[src/rtl/fifo_burst_reader.sv]
// fifo_burst_reader: drains LEN words from a non-FWFT FIFO onto a valid/ready stream.
// Define FIFO_BURST_READER_HEADER_EN to prepend a {2'b11, LEN} header beat to every burst.
module fifo_burst_reader #(
    parameter int unsigned DATA_WIDTH = 18,
    parameter int unsigned RD_LATENCY = 2,
    parameter int unsigned SKID_DEPTH = 4,
    parameter int unsigned LEN_WIDTH  = 16
) (
    input  logic                  clk_i,
    input  logic                  reset_i,
    input  logic                  start_i,
    input  logic [LEN_WIDTH-1:0]  len_i,
    input  logic                  fifo_empty_i,
    input  logic [DATA_WIDTH-1:0] fifo_q_i,
    output logic                  fifo_re_o,
    output logic [DATA_WIDTH-1:0] tx_data_o,
    output logic                  tx_valid_o,
    input  logic                  tx_ready_i,
    output logic                  tx_last_o,
    output logic                  busy_o,
    output logic                  done_o
);
    localparam int unsigned PTR_W = $clog2(SKID_DEPTH);
    localparam int unsigned CNT_W = $clog2(SKID_DEPTH) + 2;
    localparam int unsigned TXL_W = LEN_WIDTH + 1;
`ifdef FIFO_BURST_READER_HEADER_EN
    localparam bit HEADER_EN = 1'b1;
`else
    localparam bit HEADER_EN = 1'b0;
`endif

    typedef enum logic [1:0] {IDLE, READ, DRAIN, FINISH} state_t;

    state_t                state_q;
    logic [LEN_WIDTH-1:0]  req_left_q, req_left_d;
    logic [TXL_W-1:0]      tx_left_q, tx_left_d;
    logic [RD_LATENCY-1:0] inflight_q;
    logic [DATA_WIDTH-1:0] mem_q [SKID_DEPTH];
    logic [PTR_W-1:0]      wr_ptr_q, rd_ptr_q;
    logic [CNT_W-1:0]      count_q, count_d, occupancy;
    logic                  busy_q, done_q, hdr_q;
    logic [DATA_WIDTH-1:0] hdr_data_q;
    logic                  re, push, pop, beat;

    // Credit check counts words in flight plus buffered; same-cycle pops are not credited.
    always_comb begin
        occupancy  = count_q + CNT_W'($countones(inflight_q));
        re         = (state_q == READ) && (req_left_q != '0) && !fifo_empty_i &&
                     (occupancy < CNT_W'(SKID_DEPTH)) && !reset_i;
        push       = inflight_q[RD_LATENCY-1];
        beat       = tx_valid_o & tx_ready_i;
        pop        = beat & ~hdr_q;
        count_d    = count_q + CNT_W'(push) - CNT_W'(pop);
        req_left_d = req_left_q - LEN_WIDTH'(re);
        tx_left_d  = tx_left_q;
        if (beat && (tx_left_q != '0)) begin
            tx_left_d = tx_left_q - TXL_W'(1);
        end
    end

    assign fifo_re_o  = re;
    assign tx_valid_o = hdr_q | (count_q != '0);
    assign tx_data_o  = hdr_q ? hdr_data_q : mem_q[rd_ptr_q];
    assign tx_last_o  = tx_valid_o & (tx_left_q == TXL_W'(1));
    assign busy_o     = busy_q;
    assign done_o     = done_q;

    always_ff @(posedge clk_i) begin
        if (reset_i) begin
            state_q    <= IDLE;
            req_left_q <= '0;
            tx_left_q  <= '0;
            inflight_q <= '0;
            wr_ptr_q   <= '0;
            rd_ptr_q   <= '0;
            count_q    <= '0;
            busy_q     <= 1'b0;
            done_q     <= 1'b0;
            hdr_q      <= 1'b0;
            hdr_data_q <= '0;
            for (int i = 0; i < SKID_DEPTH; i++) begin
                mem_q[i] <= '0;
            end
        end else begin
            inflight_q <= RD_LATENCY'({inflight_q, re});
            count_q    <= count_d;
            req_left_q <= req_left_d;
            tx_left_q  <= tx_left_d;
            if (push) begin
                mem_q[wr_ptr_q] <= fifo_q_i;
                wr_ptr_q        <= wr_ptr_q + PTR_W'(1);
            end
            if (pop) begin
                rd_ptr_q <= rd_ptr_q + PTR_W'(1);
            end
            if (beat) begin
                hdr_q <= 1'b0;
            end
            done_q <= 1'b0;
            case (state_q)
                IDLE: begin
                    if (start_i) begin
                        req_left_q <= len_i;
                        tx_left_q  <= TXL_W'(len_i) + TXL_W'(HEADER_EN);
                        hdr_q      <= HEADER_EN;
                        hdr_data_q <= DATA_WIDTH'({2'b11, len_i});
                        busy_q     <= 1'b1;
                        if (len_i != '0) begin
                            state_q <= READ;
                        end else if (HEADER_EN) begin
                            state_q <= DRAIN;
                        end else begin
                            state_q <= FINISH;
                            done_q  <= 1'b1;
                        end
                    end
                end
                READ: begin
                    if (req_left_d == '0) begin
                        if (tx_left_d == '0) begin
                            state_q <= FINISH;
                            done_q  <= 1'b1;
                        end else begin
                            state_q <= DRAIN;
                        end
                    end
                end
                DRAIN: begin
                    if (tx_left_d == '0) begin
                        state_q <= FINISH;
                        done_q  <= 1'b1;
                    end
                end
                FINISH: begin
                    state_q <= IDLE;
                    busy_q  <= 1'b0;
                end
                default: state_q <= IDLE;
            endcase
        end
    end

    // The credit rule must make a write into a full skid buffer impossible.
    assert property (@(posedge clk_i) disable iff (reset_i)
                     !(push && (count_q == CNT_W'(SKID_DEPTH))));

endmodule

[config.mk]
export PLATFORM = sky130hd
export DESIGN_NAME = fifo_burst_reader
export DESIGN_NICKNAME = d
export VERILOG_FILES = /design/src/rtl/fifo_burst_reader.sv
export SDC_FILE = /design/constraint.sdc
export NUM_CORES = 1
export LEC_CHECK = 0
export ABC_CLOCK_PERIOD_IN_PS = 8900
export CORE_MARGIN = 3
export CORE_UTILIZATION = 62
export DETAILED_ROUTE_END_ITERATION = 10
export GPL_ROUTABILITY_DRIVEN = 1
export PLACE_DENSITY_LB_ADDON = 0.25
export SYNTH_ARGS = -nofsm -noshare
export SYNTH_HDL_FRONTEND = slang
export SYNTH_SLANG_ARGS = --single-unit
[constraint.sdc]
create_clock -name clk_i -period 8.9 [get_ports clk_i]
set_input_delay 2.67 -clock clk_i [delete_from_list [all_inputs] [get_ports clk_i]]
set_output_delay 2.67 -clock clk_i [all_outputs]
set_load 0.005 [all_outputs]
After elaboration in Yosys (flattened, before gate mapping). Memory sizes are Yosys's and may differ from the RTL's. A register that Yosys moved wholly into a read port is not among the register bits. Index checks and enable logic that the tools add are counted.

Add/subtract/negate cells: 8. Order comparisons: 1. Equal/unequal tests: 7. Mux-type cells: 32. Bitwise gates (word level): 5. Reduce and logical (&&, ||, !) cells: 19.

Operator list (number): $mux W17 (3); $mux W18 (2); $mux W16 (2); $reduce_bool A16 Y1 (2); $reduce_or A18 Y1 (1); $eq A17 B1 Y1 const B (1); $logic_not A17 Y1 (1); $reduce_bool A17 Y1 (1); $sub A17 B1 Y17 const B (1); $logic_not A16 Y1 (1); $sub A16 B1 Y16 (1); $mux W1 (15); $mux W2 (7); $pmux W2 S4 (1); $logic_and A1 B1 Y1 (5); $add A2 B1 Y2 const B (2); $add A4 B1 Y4 (1); $add A4 B2 Y4 (1); $eq A2 B2 Y1 const B (2); $lt A4 B3 Y1 const B (1); $ne A2 B2 Y1 const B (2); $reduce_and A2 Y1 (2); $reduce_bool A4 Y1 (1); $sub A4 B1 Y4 (1); other kinds (12) (15).

Register bits: 65. RAM bits: 72. Bits of input ports: 39. Output and inout port bits: 23. Word-level logic and storage cells: 84. Memories: 1.

Memory list: mem_q (depth 4, width 18, read ports 1, clocked after memory_dff 1, write ports 4, line 38) `logic [DATA_WIDTH-1:0] mem_q [SKID_DEPTH];`.

Longest topological paths before layout.
Depth in word-level cells: 9. Depth in mapped cells: 16. Gate-level depth less buffers: 16.

Worst setup path after synthesis. OpenSTA, ideal clock, no wires.

Kind: input -> output. From: input reset_i. To: output fifo_re_o. Data arrival time: 3.192 ns. Data required time: 6.230 ns. Setup slack: 3.038 ns. Stages on the path: 3. Buffers on the path: 1. Path through: clkbuf_8 -> nor3_1 -> and3_1.

Cells in the longest elaborated chain, start to end: 2.

RTL lines: start, declared (line 10) `input logic reset_i,`; $logic_not A1 Y1 (line 49) `(occupancy < CNT_W'(SKID_DEPTH)) && !reset_i;`; $logic_and A1 B1 Y1 (line 49); end, declared (line 15) `output logic fifo_re_o,`.

No other way between the ends.

Worst setup path after layout.
From: input fifo_empty_i. To: output fifo_re_o.

Cells in the longest elaborated chain, start to end: 4.

RTL lines: start, declared (line 13) `input logic fifo_empty_i,`; $logic_not A1 Y1 (line 48) `re = (state_q == READ) && (req_left_q != '0) && !fifo_empty_i &&`; $logic_and A1 B1 Y1 (2 in a row) (line 48); $logic_and A1 B1 Y1 (line 49).

No other way between the ends.

==> results.json <==
{
  "p_seq_share_pct": 36.4,
  "port_buffers": 61,
  "worstPathArrival_ns": 3.98,
  "coreArea_sq_um": 10500,
  "yosysSeqAreaShare_pct": 51.4,
  "synth_flop_cell": "edfxtp_1",
  "grt_util_all_layers_pct": 27.9,
  "h-tree-depth": 4,
  "first_global_vias": 5335,
  "slew_violations": 0,
  "rsz0062_at_grt": "no",
  "endpoint_kind": "output pin",
  "netlist.area_leader.share_pct": 31.7,
  "p_per_area_nw_per_um2": 293,
  "fmax_mhz": 150,
  "die_h_microns": 111,
  "switching_share_pct": 32.7,
  "drive_gt1_share_pct": 12.3,
  "path_cells": "clkdlybuf4s50_1 -> nor3_1 -> and3_1 -> clkdlybuf4s50_1",
  "post-dp-hpwl_microns": 10900,
  "p_int_mw": 1.60,
  "gp_congestion": 0.901,
  "netlist_instances": 653,
  "worstSkewPairLatency_ns": 0.53,
  "nets": 760,
  "cap_violations": 0,
  "fp.dieArea_sq_um": 12300,
  "routedWlPerCell_microns": 19.5,
  "crit_type": "in -> out",
  "n_antenna_cell": 0,
  "nFillCells": 660,
  "drt_pass1_iterations": 7,
  "worstReg2RegEnd": "state_q[0]",
  "crit_top_cell": "clkdlybuf4s50_1",
  "clockBufferDepth": 2,
  "clk_pin_slew_worst_paths_ns": 0.06,
  "hold_buffers": 0,
  "cts-resized-gates": 0,
  "cp_slowest_cell": "clkdlybuf4s50_1",
  "period_share_pct": 74.7,
  "ios": 62,
  "regToRegStartpoint": "req_left_q[6]",
  "max-slew-margin-rel_pct": 24.7,
  "drt_iter0_markers": 384,
  "syn_nets": 709,
  "rr_worst_depth": 12,
  "worst_pin_slew_ns": 1.13,
  "rows": 37,
  "grt_pass1_wl_microns": 27000,
  "yosysWarnings": 0,
  "cp_max_fo": 2,
  "antenna_left": 0,
  "synth_area_sq_um": 6820,
  "routed_via_density": 6.17,
  "antenna_found_initial": 0,
  "cts.sinks": 139,
  "synth_top_cell_by_area": "edfxtp_1",
  "wirelength_microns": 16700,
  "drc": 0,
  "max_stage_delay_ns": 0.51,
  "holdPathEnd": "hdr_data_q[5]",
  "cts-root-buf": "clkbuf_8",
  "vias": 5266,
  "grt_max_degree": 62,
  "whs_path_depth": 2,
  "ys_async_sr_fraction_pct": 0,
  "finalSetupViolations": 0,
  "r2r_slack_ns": 4.38,
  "crit_family": "buffers and inverters",
  "tritoncts": "done",
  "post-route-min-period_ns": 6.65,
  "hold_path.class": "reg -> reg",
  "cts_buffers": 17,
  "min-delay-start": "hdr_data_q[5]",
  "clockPowerShare_pct": 31.9,
  "ir_worst_vdd_v": 0.000284,
  "tns_ns": 0,
  "combPwrFrac_pct": 31.7,
  "leakagePower_nw": 3.02,
  "hold_viol": 0,
  "outcome": "complete, no violations",
  "skew_ns": 0.00647,
  "worst_setup_path_start_kind": "primary input",
  "path_buf_inv": 2,
  "syn_avg_cell_area_sq_um": 10.4,
  "whs_ns": 0.460,
  "synth_edf_count": 72,
  "netlist_top_cells_area": "edfxtp_1 (32%), dfxtp_1 (20%), mux4_2 (5.9%)",
  "area_growth_pct": 18.9,
  "initial_core_util_pct": 64.9,
  "synth_cell_types": 60,
  "die_x_microns": 111,
  "grt_overflow": 0,
  "worstPathRequired_ns": 6.23,
  "yosys_register_bits": 139,
  "p_sw_mw": 0.776,
  "post_cts.repair.setup_buffers": 0
}
kinds of logic after synthesis:
| family | count (synthesis) | share of synthesized area, % |
|---|---|---|
| XOR/XNOR | 29 | 3.72 |
| AND/OR/NAND/NOR | 247 | 18.1 |
| AO/OA/AOI/OAI | 112 | 10.3 |
| buffers and inverters | 75 | 4.66 |
| adder cells (fa/ha/maj) | 17 | 3.23 |
| multiplexers | 34 | 8.59 |
| flip-flops | 139 | 51.4 |
metrics by stage:
| step | power [mW] | utilization (%) | instance area (sq um) | instances | worst slack, ns |
|---|---|---|---|---|---|
| 5_1_grt | 2.50 | 77.1 | 8110 | 853 | 2.17 |
| 4_1_cts | 2.38 | 77.1 | 8110 | 853 | 2.25 |
| 6_report | 2.38 | 77.1 | 8110 | 853 | 2.25 |
| 2_1_floorplan | 1.38 | - | 6820 | 653 | 3.04 |
| 3_3_place_gp | 1.59 | 71.1 | 7480 | 821 | 2.22 |
| 3_5_place_dp | 1.62 | 71.1 | 7480 | 821 | 2.25 |
synthesized netlist by cell type, types with 10 or more instances:
| master | number |
|---|---|
| xor2_1 | 17 |
| dfxtp_1 | 67 |
| nand2_1 | 67 |
| nor2_1 | 87 |
| clkbuf_1 | 25 |
| inv_1 | 40 |
| o21bai_1 | 19 |
| ha_1 | 16 |
| a21oi_1 | 54 |
| mux4_2 | 18 |
| mux2_2 | 16 |
| o21ai_0 | 10 |
| nor4_1 | 15 |
| nand4_1 | 10 |
| xnor2_1 | 12 |
| edfxtp_1 | 72 |
| nor3_1 | 12 |
power groups by stage:
stage	Sequential, mW	Clock [mW]	Combinational, mW
6_report	0.865	0.757	0.754
5_1_grt	0.876	0.795	0.825
4_1_cts	0.862	0.764	0.753
3_5_place_dp	0.874	0	0.742
3_3_place_gp	0.868	0	0.724
2_1_floorplan	0.832	0	0.550
per-layer routing:
metal / global-route usage, % / up-vias / share of wire [%]
li1: - / 2463 / -
met1: 33.7 / 2576 / 40
met2: 46.7 / 191 / 50
met3: 7.15 / 36 / 6.3
met4: 13.5 / 0 / 3.0
met5: 0 / - / 0
registers in the layout, summed over array words and instances (netlist names), named ones only:
signal      cells
hdr_q           1
done_o          1
count_q         4
tx_left_q      17
state_q         2
inflight_q      2
rd_ptr_q        2
mem_q          72
wr_ptr_q        2
hdr_data_q     17
req_left_q     16
busy_o          1
worst min-delay path, delay by kind of cell (launching register included):
family             cells  cell delay [ns]
DFF                    1             0.31
AOI/OAI and AO/OA      1             0.05
and+or+nand+nor        1             0.05
worst max path at each step:
stage / cells after the start / end / slack (ns) / from
floorplan: 3 / fifo_re_o / 3.04 / reset_i
global placement: 4 / fifo_re_o / 2.22 / fifo_empty_i
detailed placement: 4 / fifo_re_o / 2.25 / fifo_empty_i
CTS: 4 / fifo_re_o / 2.25 / fifo_empty_i
global route: 4 / fifo_re_o / 2.17 / fifo_empty_i
finish: 4 / fifo_re_o / 2.25 / fifo_empty_i
final cells by class:
cell class / instances / area, sq um / share of cell area, %
clock inverters: 14 / 213 / 2.62
multi-input cells: 439 / 3000 / 37.0
clock buffers: 18 / 418 / 5.16
flip-flops and latches: 139 / 3500 / 43.2
inverters: 40 / 150 / 1.85
repair buffers: 67 / 651 / 8.03
well taps: 136 / 170 / 2.10
placed cells by master (no fill, tap or decap), types with 12 or more instances in the layout:
| cell type | instances |
|---|---|
| nor2_1 | 87 |
| edfxtp_1 | 72 |
| dfxtp_1 | 67 |
| nand2_1 | 66 |
| clkdlybuf4s50_1 | 60 |
| a21oi_1 | 54 |
| inv_1 | 40 |
| o21bai_1 | 19 |
| mux4_2 | 18 |
| xor2_1 | 17 |
| mux2_2 | 16 |
| ha_1 | 16 |
| clkbuf_16 | 16 |
| nor4_1 | 15 |
| nor3_1 | 12 |
| xnor2_1 | 12 |
(Power assumes the default switching activity.)
